**config.mk**
```make
export PLATFORM = sky130hd
export DESIGN_NAME = stream_rr_arbiter
export DESIGN_NICKNAME = d
export VERILOG_FILES = /design/src/rtl/stream_rr_arbiter.sv
export SDC_FILE = /design/constraint.sdc
export NUM_CORES = 1
export LEC_CHECK = 0
export CORE_ASPECT_RATIO = 1.75
export CORE_MARGIN = 2
export CORE_UTILIZATION = 29
export CTS_BUF_LIST = sky130_fd_sc_hd__clkbuf_16
export CTS_CLUSTER_DIAMETER = 60
export CTS_CLUSTER_SIZE = 25
export DETAILED_ROUTE_END_ITERATION = 7
export GPL_ROUTABILITY_DRIVEN = 0
export PLACE_DENSITY = 0.86
export SETUP_SLACK_MARGIN = 0.15
export SLEW_MARGIN = 20
export SYNTH_ARGS = -nofsm -noshare
export SYNTH_HDL_FRONTEND = slang
export SYNTH_SLANG_ARGS = --single-unit
```
**constraint.sdc**
```tcl
create_clock -name clock -period 2.05 [get_ports clock]
set_input_delay 0.3075 -clock clock [delete_from_list [all_inputs] [get_ports clock]]
set_output_delay 0.3075 -clock clock [all_outputs]
set_load 0.05 [all_outputs]
```
**src/rtl/stream_rr_arbiter.sv**
```systemverilog
// Packet-aware round-robin merge of N valid/ready streams into one, with a zero-cycle data path.
// A source that starts a multi-beat packet keeps the grant until its last beat transfers.
module stream_rr_arbiter #(
    parameter int N_INPUTS   = 4,
    parameter int DATA_WIDTH = 16,
    parameter int SRC_WIDTH  = 2
) (
    input  logic                           clock,
    input  logic                           reset_n,
    input  logic [N_INPUTS-1:0]            in_valid,
    input  logic [N_INPUTS*DATA_WIDTH-1:0] in_data,
    input  logic [N_INPUTS-1:0]            in_last,
    output logic [N_INPUTS-1:0]            in_ready,
    output logic                           out_valid,
    output logic [DATA_WIDTH-1:0]          out_data,
    output logic                           out_last,
    output logic [SRC_WIDTH-1:0]           out_src,
    input  logic                           out_ready
);

    localparam int EW = SRC_WIDTH + 1;
    localparam logic [EW-1:0] N_EXT = EW'(N_INPUTS);
    localparam logic [SRC_WIDTH-1:0] LAST_IDX = SRC_WIDTH'(N_INPUTS - 1);

    typedef enum logic {
        UNLOCKED = 1'b0,
        LOCKED   = 1'b1
    } state_t;

    state_t                 state_q, state_d;
    logic [SRC_WIDTH-1:0]   rr_ptr_q, rr_ptr_d;
    logic [SRC_WIDTH-1:0]   lock_src_q, lock_src_d;

    logic [SRC_WIDTH-1:0]   cand_idx [N_INPUTS];
    logic [N_INPUTS-1:0]    cand_vld;
    logic [DATA_WIDTH-1:0]  data_arr [N_INPUTS];
    logic [SRC_WIDTH-1:0]   scan_grant;
    logic [SRC_WIDTH-1:0]   grant;
    logic                   sel_valid;
    logic                   sel_last;
    logic [DATA_WIDTH-1:0]  sel_data;
    logic                   xfer;

    // Candidate gi is the source gi positions after rr_ptr, wrapped at N_INPUTS.
    generate
        for (genvar gi = 0; gi < N_INPUTS; gi++) begin : g_cand
            logic [EW-1:0] sum;
            assign sum           = {1'b0, rr_ptr_q} + EW'(gi);
            assign cand_idx[gi]  = (sum >= N_EXT) ? SRC_WIDTH'(sum - N_EXT) : sum[SRC_WIDTH-1:0];
            assign cand_vld[gi]  = in_valid[cand_idx[gi]];
            assign data_arr[gi]  = in_data[gi*DATA_WIDTH +: DATA_WIDTH];
            assign in_ready[gi]  = reset_n && out_ready && (grant == SRC_WIDTH'(gi));
        end
    endgenerate

    always_comb begin
        scan_grant = rr_ptr_q;
        for (int k = N_INPUTS - 1; k >= 0; k--) begin
            if (cand_vld[k]) begin
                scan_grant = cand_idx[k];
            end
        end
        grant = (state_q == LOCKED) ? lock_src_q : scan_grant;
    end

    assign sel_valid = in_valid[grant];
    assign sel_last  = in_last[grant];
    assign sel_data  = data_arr[grant];

    assign out_valid = reset_n && sel_valid;
    assign out_data  = out_valid ? sel_data : '0;
    assign out_last  = out_valid && sel_last;
    assign out_src   = reset_n ? grant : '0;
    assign xfer      = out_valid && out_ready;

    always_comb begin
        state_d    = state_q;
        rr_ptr_d   = rr_ptr_q;
        lock_src_d = lock_src_q;
        if (xfer) begin
            if (out_last) begin
                state_d  = UNLOCKED;
                rr_ptr_d = (grant == LAST_IDX) ? '0 : grant + 1'b1;
            end else begin
                state_d    = LOCKED;
                lock_src_d = grant;
            end
        end
    end

    always_ff @(posedge clock) begin
        if (!reset_n) begin
            state_q    <= UNLOCKED;
            rr_ptr_q   <= '0;
            lock_src_q <= '0;
        end else begin
            state_q    <= state_d;
            rr_ptr_q   <= rr_ptr_d;
            lock_src_q <= lock_src_d;
        end
    end

endmodule

```
* Word-level counts from Yosys, hierarchy flattened
Cells that the tools add are included.
** Storage, ports and cells
- Bits in registers :: 5
- Bits of input ports :: 75
- Output and inout port bits :: 24
** Operators by class
- $add $sub $neg :: 8
- Order comparisons :: 10
- Equality and inequality tests :: 3
- Mux-type cells :: 28
- Bitwise gates (word level) :: 2
- Reduce and logical (&&, ||, !) cells :: 11
** Operator list (count)
- 2-to-1 mux 16 bit :: 3
- binary-select mux 16 bit (select 2 bit) :: 1
- 2-to-1 mux 2 bit :: 11
- less-than comparator 2 x 3 -> 1 bit (second input constant) :: 5
- binary-select mux 1 bit (select 2 bit) :: 6
- >= comparator 3 bit (second input constant) :: 4
- logical AND 1 bit :: 8
- subtractor 2 x 1 -> 2 bit (second input constant) :: 4
- 2-to-1 mux 1 bit :: 7
- adder 2 x 2 -> 3 bit (second input constant) :: 2
- == test 2 bit (second input constant) :: 2
- AND reduction 2 bit :: 2
- adder 2 x 1 -> 3 bit (second input constant) :: 1
- >= comparator 2 x 3 -> 1 bit (second input constant) :: 1
- NOT 2 -> 3 bit :: 1
- adder 2 x 1 -> 2 bit (second input constant) :: 1
- == test 2 x 1 -> 1 bit (second input constant) :: 1
- logical NOT 2 bit :: 1
- NOT 1 bit :: 1

* Longest topological paths before layout
Gate-level depths: netlist (run 1).
- Word-level depth :: 16
- Mapped depth :: 10
- Mapped depth without buffers :: 8

* Worst setup path before layout (run 1)
No wires, ideal clock.
- Path kind :: flip-flop to output port
- Start :: register rr_ptr_q[1]
- End :: output out_data[10]
- Arrival :: 2.845 ns
- Slack :: -1.102 ns
- Stages on the path, launching flop included :: 9
- Path buffers :: 1
- Cell sequence :: dfxtp_1 > or2b_1 > a21oi_2 > a2111o_1 > a21bo_1 > a22oi_4 > nand2_4 > buf_6 > a311oi_1
** Between the ends
- Word-level cells in the longest chain between the ends :: 15
** RTL lines
- start: declaration :: line 31 : logic [SRC_WIDTH-1:0] rr_ptr_q, rr_ptr_d;
- start signal: assignment :: line 98 : rr_ptr_q <= rr_ptr_d;
- adder 2 x 2 -> 3 bit :: line 48 : assign sum = {1'b0, rr_ptr_q} + EW'(gi);
- >= comparator 3 bit / subtractor 2 x 1 -> 2 bit (equally long branches) :: line 49 : assign cand_idx[gi] = (sum >= N_EXT) ? SRC_WIDTH'(sum - N_EXT) : sum[SRC_WIDTH-1:0];
- 2-to-1 mux 2 bit :: line 49
- binary-select mux 1 bit (select 2 bit) :: line 50 : assign cand_vld[gi] = in_valid[cand_idx[gi]];
- 2-to-1 mux 1 bit (not written as such) :: line 50
- 2-to-1 mux 2 bit (3 in a row) :: line 59 : if (cand_vld[k]) begin
- 2-to-1 mux 2 bit (*) :: line 59
- 2-to-1 mux 2 bit (*) :: line 63 : grant = (state_q == LOCKED) ? lock_src_q : scan_grant;
- NOT 2 -> 3 bit (not written as such) :: line 68 : assign sel_data = data_arr[grant];
- binary-select mux 16 bit (select 2 bit) :: line 68
- 2-to-1 mux 16 bit (not written as such) (2 in a row) :: line 68
- 2-to-1 mux 16 bit (*) :: line 71 : assign out_data = out_valid ? sel_data : '0;
- end: declaration :: line 15 : output logic [DATA_WIDTH-1:0] out_data,
Mark *: on every way between the ends. The rest lies on a longest branch, timed or not. The select of a mux whose other input is x is not followed.

* Worst setup path in the final report (run 1)
- Start :: register state_q
- End :: output out_data[2]
** Between the ends
- Word-level cells in the longest chain between the ends :: 6
** RTL lines
- start: declaration :: line 30 : state_t state_q, state_d;
- start signal: assignment :: line 97 : state_q <= state_d;
- 2-to-1 mux 2 bit (*) :: line 63
- NOT 2 -> 3 bit (not written as such) :: line 68
- binary-select mux 16 bit (select 2 bit) :: line 68
- 2-to-1 mux 16 bit (not written as such) (2 in a row) :: line 68
- 2-to-1 mux 16 bit (*) :: line 71
Marks and branches as above.

==> results of run 1 <==
-- through the flow --
step	utilization, %	setup slack [ps]	setup TNS [ps]
after CTS	86.5	-657	-13030
final	91.5	-857	-20030
after floorplan	-	-531	-8390
after global placement	72.5	-850	-20660
after detailed placement	72.5	-925	-22500
after global routing	91.5	-861	-20640
-- logic make-up (layout without fill, tap and decap cells) --
logic type / count (synthesis) / in the layout / share of synthesized area [%]
mux: 8 / 8 / 7.49
flops: 5 / 5 / 8.81
fa+ha+maj: 4 / 4 / 4.41
buf+inv: 22 / 159 / 10.1
simple gates: 107 / 107 / 43.7
compound gates: 31 / 31 / 25.4
-- power by group through the flow --
stage          sequential (mW)  clock [mW]  combinational (mW)
3_5_place_dp             0.128           0                1.71
5_1_grt                  0.134       0.330                2.48
2_1_floorplan            0.123           0                1.05
6_report                 0.134       0.327                2.41
3_3_place_gp             0.128           0                1.67
4_1_cts                  0.127       0.324                2.11
-- state kept, by name (all words and copies together) (netlist names) --
| name | cells |
|---|---|
| rr_ptr_q | 2 |
| lock_src_q | 2 |
| state_q | 1 |
-- synthesized netlist by cell type --
cell	count	share of area (%)
sky130_fd_sc_hd__a21boi_1	2	1.3
sky130_fd_sc_hd__and3_4	1	0.99
sky130_fd_sc_hd__a21oi_2	1	0.77
sky130_fd_sc_hd__a311o_1	1	0.88
sky130_fd_sc_hd__nor2_1	6	2.0
sky130_fd_sc_hd__buf_2	8	3.5
sky130_fd_sc_hd__and3_1	20	11
sky130_fd_sc_hd__o311a_1	1	0.88
sky130_fd_sc_hd__a311oi_2	1	1.3
sky130_fd_sc_hd__a21oi_1	2	0.88
sky130_fd_sc_hd__dfxtp_1	5	8.8
sky130_fd_sc_hd__nand2_1	68	22
sky130_fd_sc_hd__ha_1	4	4.4
sky130_fd_sc_hd__and2_4	1	0.77
sky130_fd_sc_hd__inv_2	1	0.33
sky130_fd_sc_hd__and2_1	1	0.55
sky130_fd_sc_hd__nand3_1	1	0.44
sky130_fd_sc_hd__a311oi_1	15	12
sky130_fd_sc_hd__nor4_1	1	0.55
sky130_fd_sc_hd__o221ai_2	1	1.3
sky130_fd_sc_hd__a22oi_4	1	1.9
sky130_fd_sc_hd__a21bo_1	1	0.88
sky130_fd_sc_hd__nand2b_1	2	1.1
sky130_fd_sc_hd__buf_6	3	3.0
sky130_fd_sc_hd__o31ai_1	1	0.66
sky130_fd_sc_hd__nand2_4	1	0.99
sky130_fd_sc_hd__a2111o_1	2	2.0
sky130_fd_sc_hd__mux2i_1	7	6.2
sky130_fd_sc_hd__nor3_1	1	0.44
sky130_fd_sc_hd__or2b_1	1	0.66
sky130_fd_sc_hd__a31oi_1	1	0.55
sky130_fd_sc_hd__inv_1	8	2.6
sky130_fd_sc_hd__or2_2	2	1.1
sky130_fd_sc_hd__mux2_4	1	1.3
sky130_fd_sc_hd__nor3b_1	1	0.66
sky130_fd_sc_hd__o22ai_1	1	0.55
sky130_fd_sc_hd__clkbuf_1	2	0.66
-- routing by layer --
metal | part of all wire (%) | up-vias | wire length [µm]
met3 | 6.8 | 63 | 619
met5 | 0 | - | 0
met4 | 9.3 | 0 | 841
met2 | 52 | 132 | 4680
li1 | - | 903 | -
met1 | 32 | 1015 | 2940
-- worst register-to-register path: stages, from the launching register on --
cell,delay (ps)
sky130_fd_sc_hd__dfxtp_4,390
sky130_fd_sc_hd__or2b_1,130
sky130_fd_sc_hd__a21oi_2,60
sky130_fd_sc_hd__a2111o_1,380
sky130_fd_sc_hd__buf_6,150
sky130_fd_sc_hd__buf_6,110
sky130_fd_sc_hd__and2_4,180
sky130_fd_sc_hd__buf_6,130
sky130_fd_sc_hd__buf_12,140
sky130_fd_sc_hd__buf_6,120
sky130_fd_sc_hd__buf_6,110
sky130_fd_sc_hd__mux2i_4,190
sky130_fd_sc_hd__a311o_1,350
sky130_fd_sc_hd__o31ai_1,80
-- how the worst max path moves through the flow --
stage / startpoint / end / slack, ps
after CTS: rr_ptr_q[1]$_SDFFE_PN0P_ / out_data[5] / -660
after global routing: state_q$_SDFFE_PN0P_ / out_data[2] / -860
after floorplan: in_valid[0] / out_data[11] / -530
after detailed placement: in_valid[0] / out_data[1] / -930
final: state_q$_SDFFE_PN0P_ / out_data[2] / -860
after global placement: in_valid[0] / out_data[11] / -850
-- area by class of cell --
cell class,count,area share [%]
timing repair buffer,146,49.5
multi-input combinational,150,42.0
sequential,5,3.00
clock buffer,3,2.14
tap,48,1.71
inverter,9,1.50
clock inverter,1,0.107
-- what timing repair did --
action,4_1_cts,5_1_grt
cloned,3,1
pin swaps,22,21
gates resized for setup,74,26
hold endpoints to repair,0,0
hold buffers,0,0
setup buffers,17,6
endpoints found under the setup margin,29,29
==> summary.md, run 1 <==
| Metric | Value |
|---|---|
| Post-route cell area | `roughly 3500 µm²` |
| RSZ-0062 raised after global routing | `yes` |
| Maximum number of pins on one net before global-route repair | `21` |
| Clock tree from TritonCTS | `done` |
| Data arrival time of the worst path | `between 2000 and 3000 ps` |
| Count of mapped cells out of synthesis | `roughly 180` |
| Die Span X | `between 50 and 60 µm` |
| PnR worst setup slack | `-857 ps` |
| Chain of cells forming the critical path | `or2_2 > o221ai_4 > buf_6 > buf_6 > clkinvlp_4 > buf_6 > buf_12 > nand2_1 > and3_1 > a311oi_4 > buf_12` |
| Starting DRT DRC Count | `between 70 and 80` |
| Share of cells above drive strength 1 | `approximately 48%` |
| Total half-perimeter wirelength after legalization and detailed placement | `4390 µm` |
| Port-buffer cells | `a little under 100` |
| Status | `complete, but fails checks` |
| Worst-path fanout max | `8` |
| Post-Layout Cell Count | `roughly 360` |
| Routed wire length per instance | `around 25 µm` |
| Slew at the pin closest to its max-slew limit | `between 300 and 400 ps` |
| Total Routing Usage GR | `33.9%` |
| Antenna violation net count after detailed routing | `0` |
| Terminus of the critical flop-to-flop path | `rr_ptr_q[0]$_SDFFE_PN0P_` |
| Cell row count | `30` |
| Most common cell after layout, fill and taps aside | `sky130_fd_sc_hd__clkdlybuf4s50_1` |
| Worst clock skew | `around 2.6 ps` |
| Worst IR Drop VDD | `roughly 0.00071 V` |
| Endpoint, Worst Hold | `rr_ptr_q[1]$_SDFFE_PN0P_` |
| RR Startpoint | `rr_ptr_q[1]$_SDFFE_PN0P_` |
| Total Power | `2.87 mW` |
| Number of cells on the critical path | `11` |
| Number of vias per cell after detailed routing | `~6` |
| Met1 Resource Use GR | `between 30% and 40%` |
| Setup-violating endpoint count in the final report | `29` |
| Final-layout worst hold slack | `between 500 and 600 ps` |
| Endpoint type of the worst setup path | `primary output` |
| TritonCTS sink count | `5` |
| Final critical-path share of the clock period | `142%` |
| Initial DRT Pass Iterations | `4` |
| Design internal power | `around 1.6 mW` |
| Placed Cells | `331` |
| Core area | `roughly 3800 µm²` |
| Syn Nets | `256` |
| Switching Share | `between 40% and 50%` |
| Combinational Power Share | `between 80% and 90%` |
| Synth unique cells | `37` |
| Clk Tree Root Cell | `sky130_fd_sc_hd__clkbuf_16` |
| ANT cells | `0` |
| Hold wc startpoint | `rr_ptr_q[1]$_SDFFE_PN0P_` |
| I/O pin cnt | `approximately 100` |
| Min cycle time layout | `2910 ps` |
| Standard cell area after detailed placement | `between 2000 and 3000 µm²` |
| Most Crowded Layer GR | `met2` |
| H-tree lvl count | `1` |
| Most common cell on crit path | `sky130_fd_sc_hd__buf_6` |
| Initial Util | `around 30%` |
| FMAX | `about 340 MHz` |
| Register area | `105 µm²` |
| DRT Wirelength | `a little over 9000 µm` |
| Clock-pin slew of the registers on the worst-case setup and hold paths | `30 ps` |
| Number of antenna violations at the first check in global routing | `0` |
| Total power density per cell area | `~820 nW/µm²` |
| Cell type group with the largest total delay on the critical path | `buffers and inverters` |
| Number of global-route vias before repair | `2142` |
| Path type of the worst setup path | `reg -> out` |
| CP bufs+invs | `6` |
| Max-slew violation count | `0` |
| DRC violations left | `0` |
| Die ar. | `roughly 4500 µm²` |
| First-pass GRT wire length | `11200 µm` |
| Number of fill cells | `117` |
| Commonest cells after routing, fill and taps aside | `sky130_fd_sc_hd__clkdlybuf4s50_1 (70), sky130_fd_sc_hd__nand2_1 (59), sky130_fd_sc_hd__buf_6 (25)` |
| LEAKAGE | `roughly 1.4 nW` |
| Hold depth | `2` |
| Type of the most critical hold path | `reg -> reg` |
| Die Height | `just under 90 µm` |
| Headroom to the max-slew limit | `~75%` |
| Sequential power share | `under 10%` |
| M3 GR Usage | `between 6 and 7%` |
| Clk Latency, worst-skew pair | `230 ps` |
| Final Hold Viols | `0` |
| FF+latch count, synth | `5` |
| Net switching power figure | `~1.3 mW` |
| Synth warn | `0` |
| Part of the Yosys area used for sequential elements | `under 10%` |
| CP startpoint kind | `flip-flop` |
| Slack of the worst reg-to-reg path | `-570 ps` |
| Post-layout net count | `394` |
| Cell depth of the worst flop-to-flop path | `13` |
| Grt ovf | `0` |
| Syn Std Cell Area | `approximately 1100 µm²` |
| Max cap viols | `0` |
| Area Overhead vs Synth | `208%` |
| Total via count after detailed routing | `~2100` |
| Max Root-Sink Buffers | `2` |
| Combined area of the multi-input logic cells | `1470 µm²` |
| Clock share of power | `11.4%` |
| Post-synthesis average cell area | `6.42 µm²` |
| Critical Path RT | `roughly 1700 ps` |
| Delay of the slowest cell on the worst path | `between 400 and 500 ps` |
| Number of clock buffers inserted by TritonCTS | `3` |
| Met2 demand-to-capacity share in global routing | `approximately two thirds` |
| Slowest cell on crit path | `sky130_fd_sc_hd__or2_2` |
| Violations in the final reports | `negative setup slack` |
Note: power is estimated with default switching activity, not from simulation.
==> run 2, diff against run 1 <==
--- a/config.mk
+++ b/config.mk
@@ -13,7 +13,7 @@
 export CTS_CLUSTER_SIZE = 25
 export DETAILED_ROUTE_END_ITERATION = 7
 export GPL_ROUTABILITY_DRIVEN = 0
-export PLACE_DENSITY = 0.86
+export PLACE_DENSITY = 0.83
 export SETUP_SLACK_MARGIN = 0.15
 export SLEW_MARGIN = 20
 export SYNTH_ARGS = -nofsm -noshare
==> run 2 against run 1 <==
Net effect:
- the flow still finishes with violations (negative setup slack)
- critical path depth stayed put
- via count is 4.0% lower
- die area stayed put
- maximum frequency is 3.3% higher
- combinational power is 9.5% lower
- clock power hardly changed
- largest power group unchanged
==> summary.md, run 2 (synthesized netlist as in run 1, its figures left out) <==
| Metric | Value |
|---|---|
| Status | `complete, but fails checks` |
| Violations in the final reports | `negative setup slack` |
| Post-layout net count | `391 (-0.76%)` |
| Min cycle time layout | `2820 ps (-91.8 ps)` |
| Routed met2 length | `4570 µm (-2.3%)` |
| Max Root-Sink Buffers | `2 (unchanged)` |
| Commonest cells after routing, fill and taps aside | `sky130_fd_sc_hd__clkdlybuf4s50_1 (70), sky130_fd_sc_hd__nand2_1 (68), sky130_fd_sc_hd__buf_6 (22)` |
| Die Span X | `51.3 µm (unchanged)` |
| Maximum number of pins on one net before global-route repair | `19 (-9.5%)` |
| Critical Path RT | `1740 ps (about the same)` |
| Type of the most critical hold path | `reg -> reg` |
| Most common cell after layout, fill and taps aside | `sky130_fd_sc_hd__clkdlybuf4s50_1` |
| Area Overhead vs Synth | `194%` |
| Total power density per cell area | `792 nW/µm² (-3.3%)` |
| Grt ovf | `0 (unchanged)` |
| LEAKAGE | `1.37 nW (-1.6%)` |
| H-tree lvl count | `1 (unchanged)` |
| Number of hold buffers added after CTS | `0 (unchanged)` |
| Total Power | `2.65 mW (-7.7%)` |
| Die ar. | `4450 µm² (unchanged)` |
| Number of antenna violations at the first check in global routing | `0 (unchanged)` |
| Clock tree from TritonCTS | `done` |
| PnR worst setup slack | `-765 ps (+91.8 ps)` |
| Max layer used | `met4` |
| Total half-perimeter wirelength after legalization and detailed placement | `4210 µm (-3.9%)` |
| Cell row count | `30 (unchanged)` |
| Top flop regs | `lock_src_q x2, rr_ptr_q x2, state_q x1` |
| Routed metal-1 wire length | `2520 µm (-14%)` |
| CP startpoint kind | `input port` |
| Number of clock buffers inserted by TritonCTS | `3 (unchanged)` |
| Initial DRT Pass Iterations | `4 (unchanged)` |
| Antenna violation net count after detailed routing | `0 (unchanged)` |
| Most common cell on crit path | `sky130_fd_sc_hd__buf_6` |
| Starting DRT DRC Count | `68 (-11%)` |
| Delay of the slowest cell on the worst path | `440 ps (+30 ps)` |
| DRC violations left | `0 (unchanged)` |
| FMAX | `355 MHz (+3.3%)` |
| Cell depth of the worst flop-to-flop path | `9 (-4)` |
| Slowest cell on crit path | `sky130_fd_sc_hd__a2111o_1` |
| Total via count after detailed routing | `2029 (-4.0%)` |
| Worst clock skew | `3.48 ps (+0.888 ps)` |
| I/O pin cnt | `99 (unchanged)` |
| Worst IR Drop VDD | `0.000580 V (-18%)` |
| Port-buffer cells | `98 (unchanged)` |
| Final-layout worst hold slack | `582 ps (+37.1 ps)` |
| Setup-violating endpoint count in the final report | `29 (unchanged)` |
| Number of vias per cell after detailed routing | `5.65 (-3.2%)` |
| ANT cells | `0 (unchanged)` |
| DRT Wirelength | `7890 µm (-13%)` |
| Clk Latency, worst-skew pair | `240 ps (about the same)` |
| Clk Tree Root Cell | `sky130_fd_sc_hd__clkbuf_16` |
| Routed wire length per instance | `22.0 µm (-12%)` |
| Worst-path fanout max | `8 (unchanged)` |
| First-pass GRT wire length | `10300 µm (-7.4%)` |
| Max cap viols | `0 (unchanged)` |
| Final critical-path share of the clock period | `137% (-4.5 points)` |
| Endpoint type of the worst setup path | `primary output` |
| Max-slew violation count | `0 (unchanged)` |
| Headroom to the max-slew limit | `75.9% (+0.74 points)` |
| Chain of cells forming the critical path | `dlygate4sd2_1 > buf_4 > inv_1 > a2111o_1 > a21bo_1 > a22oi_4 > nand2_4 > buf_6 > buf_12 > a311oi_4 > buf_6` |
| Initial Util | `29.7% (unchanged)` |
| Core Util, Final | `87.3% (-4.2 points)` |
| TritonCTS sink count | `5 (unchanged)` |
| Share of cells above drive strength 1 | `44.7% (-3.4 points)` |
| Hold depth | `2 (unchanged)` |
| Die Height | `86.8 µm (unchanged)` |
| Final Hold Viols | `0 (unchanged)` |
| Met3 WL | `423 µm (-32%)` |
| Path type of the worst setup path | `in -> out` |
| Sum Neg Setup Slack | `-16420 ps (+3610 ps)` |
| Clock-pin slew of the registers on the worst-case setup and hold paths | `30 ps (about the same)` |
| Total Routing Usage GR | `31.0% (-2.9 points)` |
| Data arrival time of the worst path | `2510 ps (-90 ps)` |
| Number of global-route vias before repair | `2122 (-0.93%)` |
| Core area | `3830 µm² (unchanged)` |
| Slew at the pin closest to its max-slew limit | `358 ps (-14.3 ps)` |
| RSZ-0062 raised after global routing | `yes` |
==> run 2: routing by layer <==
| metal | global-route usage (%) | up-vias |
|---|---|---|
| met5 | 0 | - |
| met4 | 14.4 | 0 |
| met3 | 4.66 | 37 |
| met2 | 62.2 | 124 |
| met1 | 29.1 | 966 |
| li1 | - | 902 |
==> run 2: worst paths after layout <==
path	start	endpoint	slack, ps
worst min-delay path	lock_src_q[0]$_SDFFE_PN0P_	lock_src_q[0]$_SDFFE_PN0P_	580
worst min register to register	lock_src_q[0]$_SDFFE_PN0P_	lock_src_q[0]$_SDFFE_PN0P_	580
worst max register to register	rr_ptr_q[1]$_SDFFE_PN0P_	lock_src_q[1]$_SDFFE_PN0P_	-340
worst max-delay path	in_valid[1]	out_data[15]	-770
==> run 2: cell type report <==
type / instances / area [µm²]
clock inverter: 1 / 3.75
fill: 184 / 485
multi-input combinational: 150 / 1400
timing repair inverter: 2 / 15.0
inverter: 9 / 46.3
tap: 48 / 60.1
sequential: 5 / 108
timing repair buffer: 141 / 1640
clock buffer: 3 / 75.1
==> run 2: power by group <==
| part | internal [mW] | total [mW] | switching [mW] |
|---|---|---|---|
| clock network | 0.254 | 0.330 | 0.0760 |
| logic | 1.08 | 2.18 | 1.10 |
| registers | 0.112 | 0.133 | 0.0210 |
==> run 2: timing repair <==
action / in CTS / in global routing
cloned: 6 / 0
pin swaps: 14 / 15
gates resized for setup: 56 / 30
setup buffers: 9 / 9
endpoints found under the setup margin: 29 / 29
==> run 2: critical path: cells and delay by family <==
family | cells | cell delay (ps)
AOI/OAI and AO/OA | 4 | 1160
buffers and inverters | 6 | 940
and+or+nand+nor | 1 | 80
==> run 2: stage by stage <==
step	setup slack, ps	instance area, µm²	std cells
floorplan	-531	1510	177
global placement	-816	2670	331
detailed placement	-900	2670	331
CTS	-691	3130	350
global route	-800	3340	359
finish	-765	3340	359
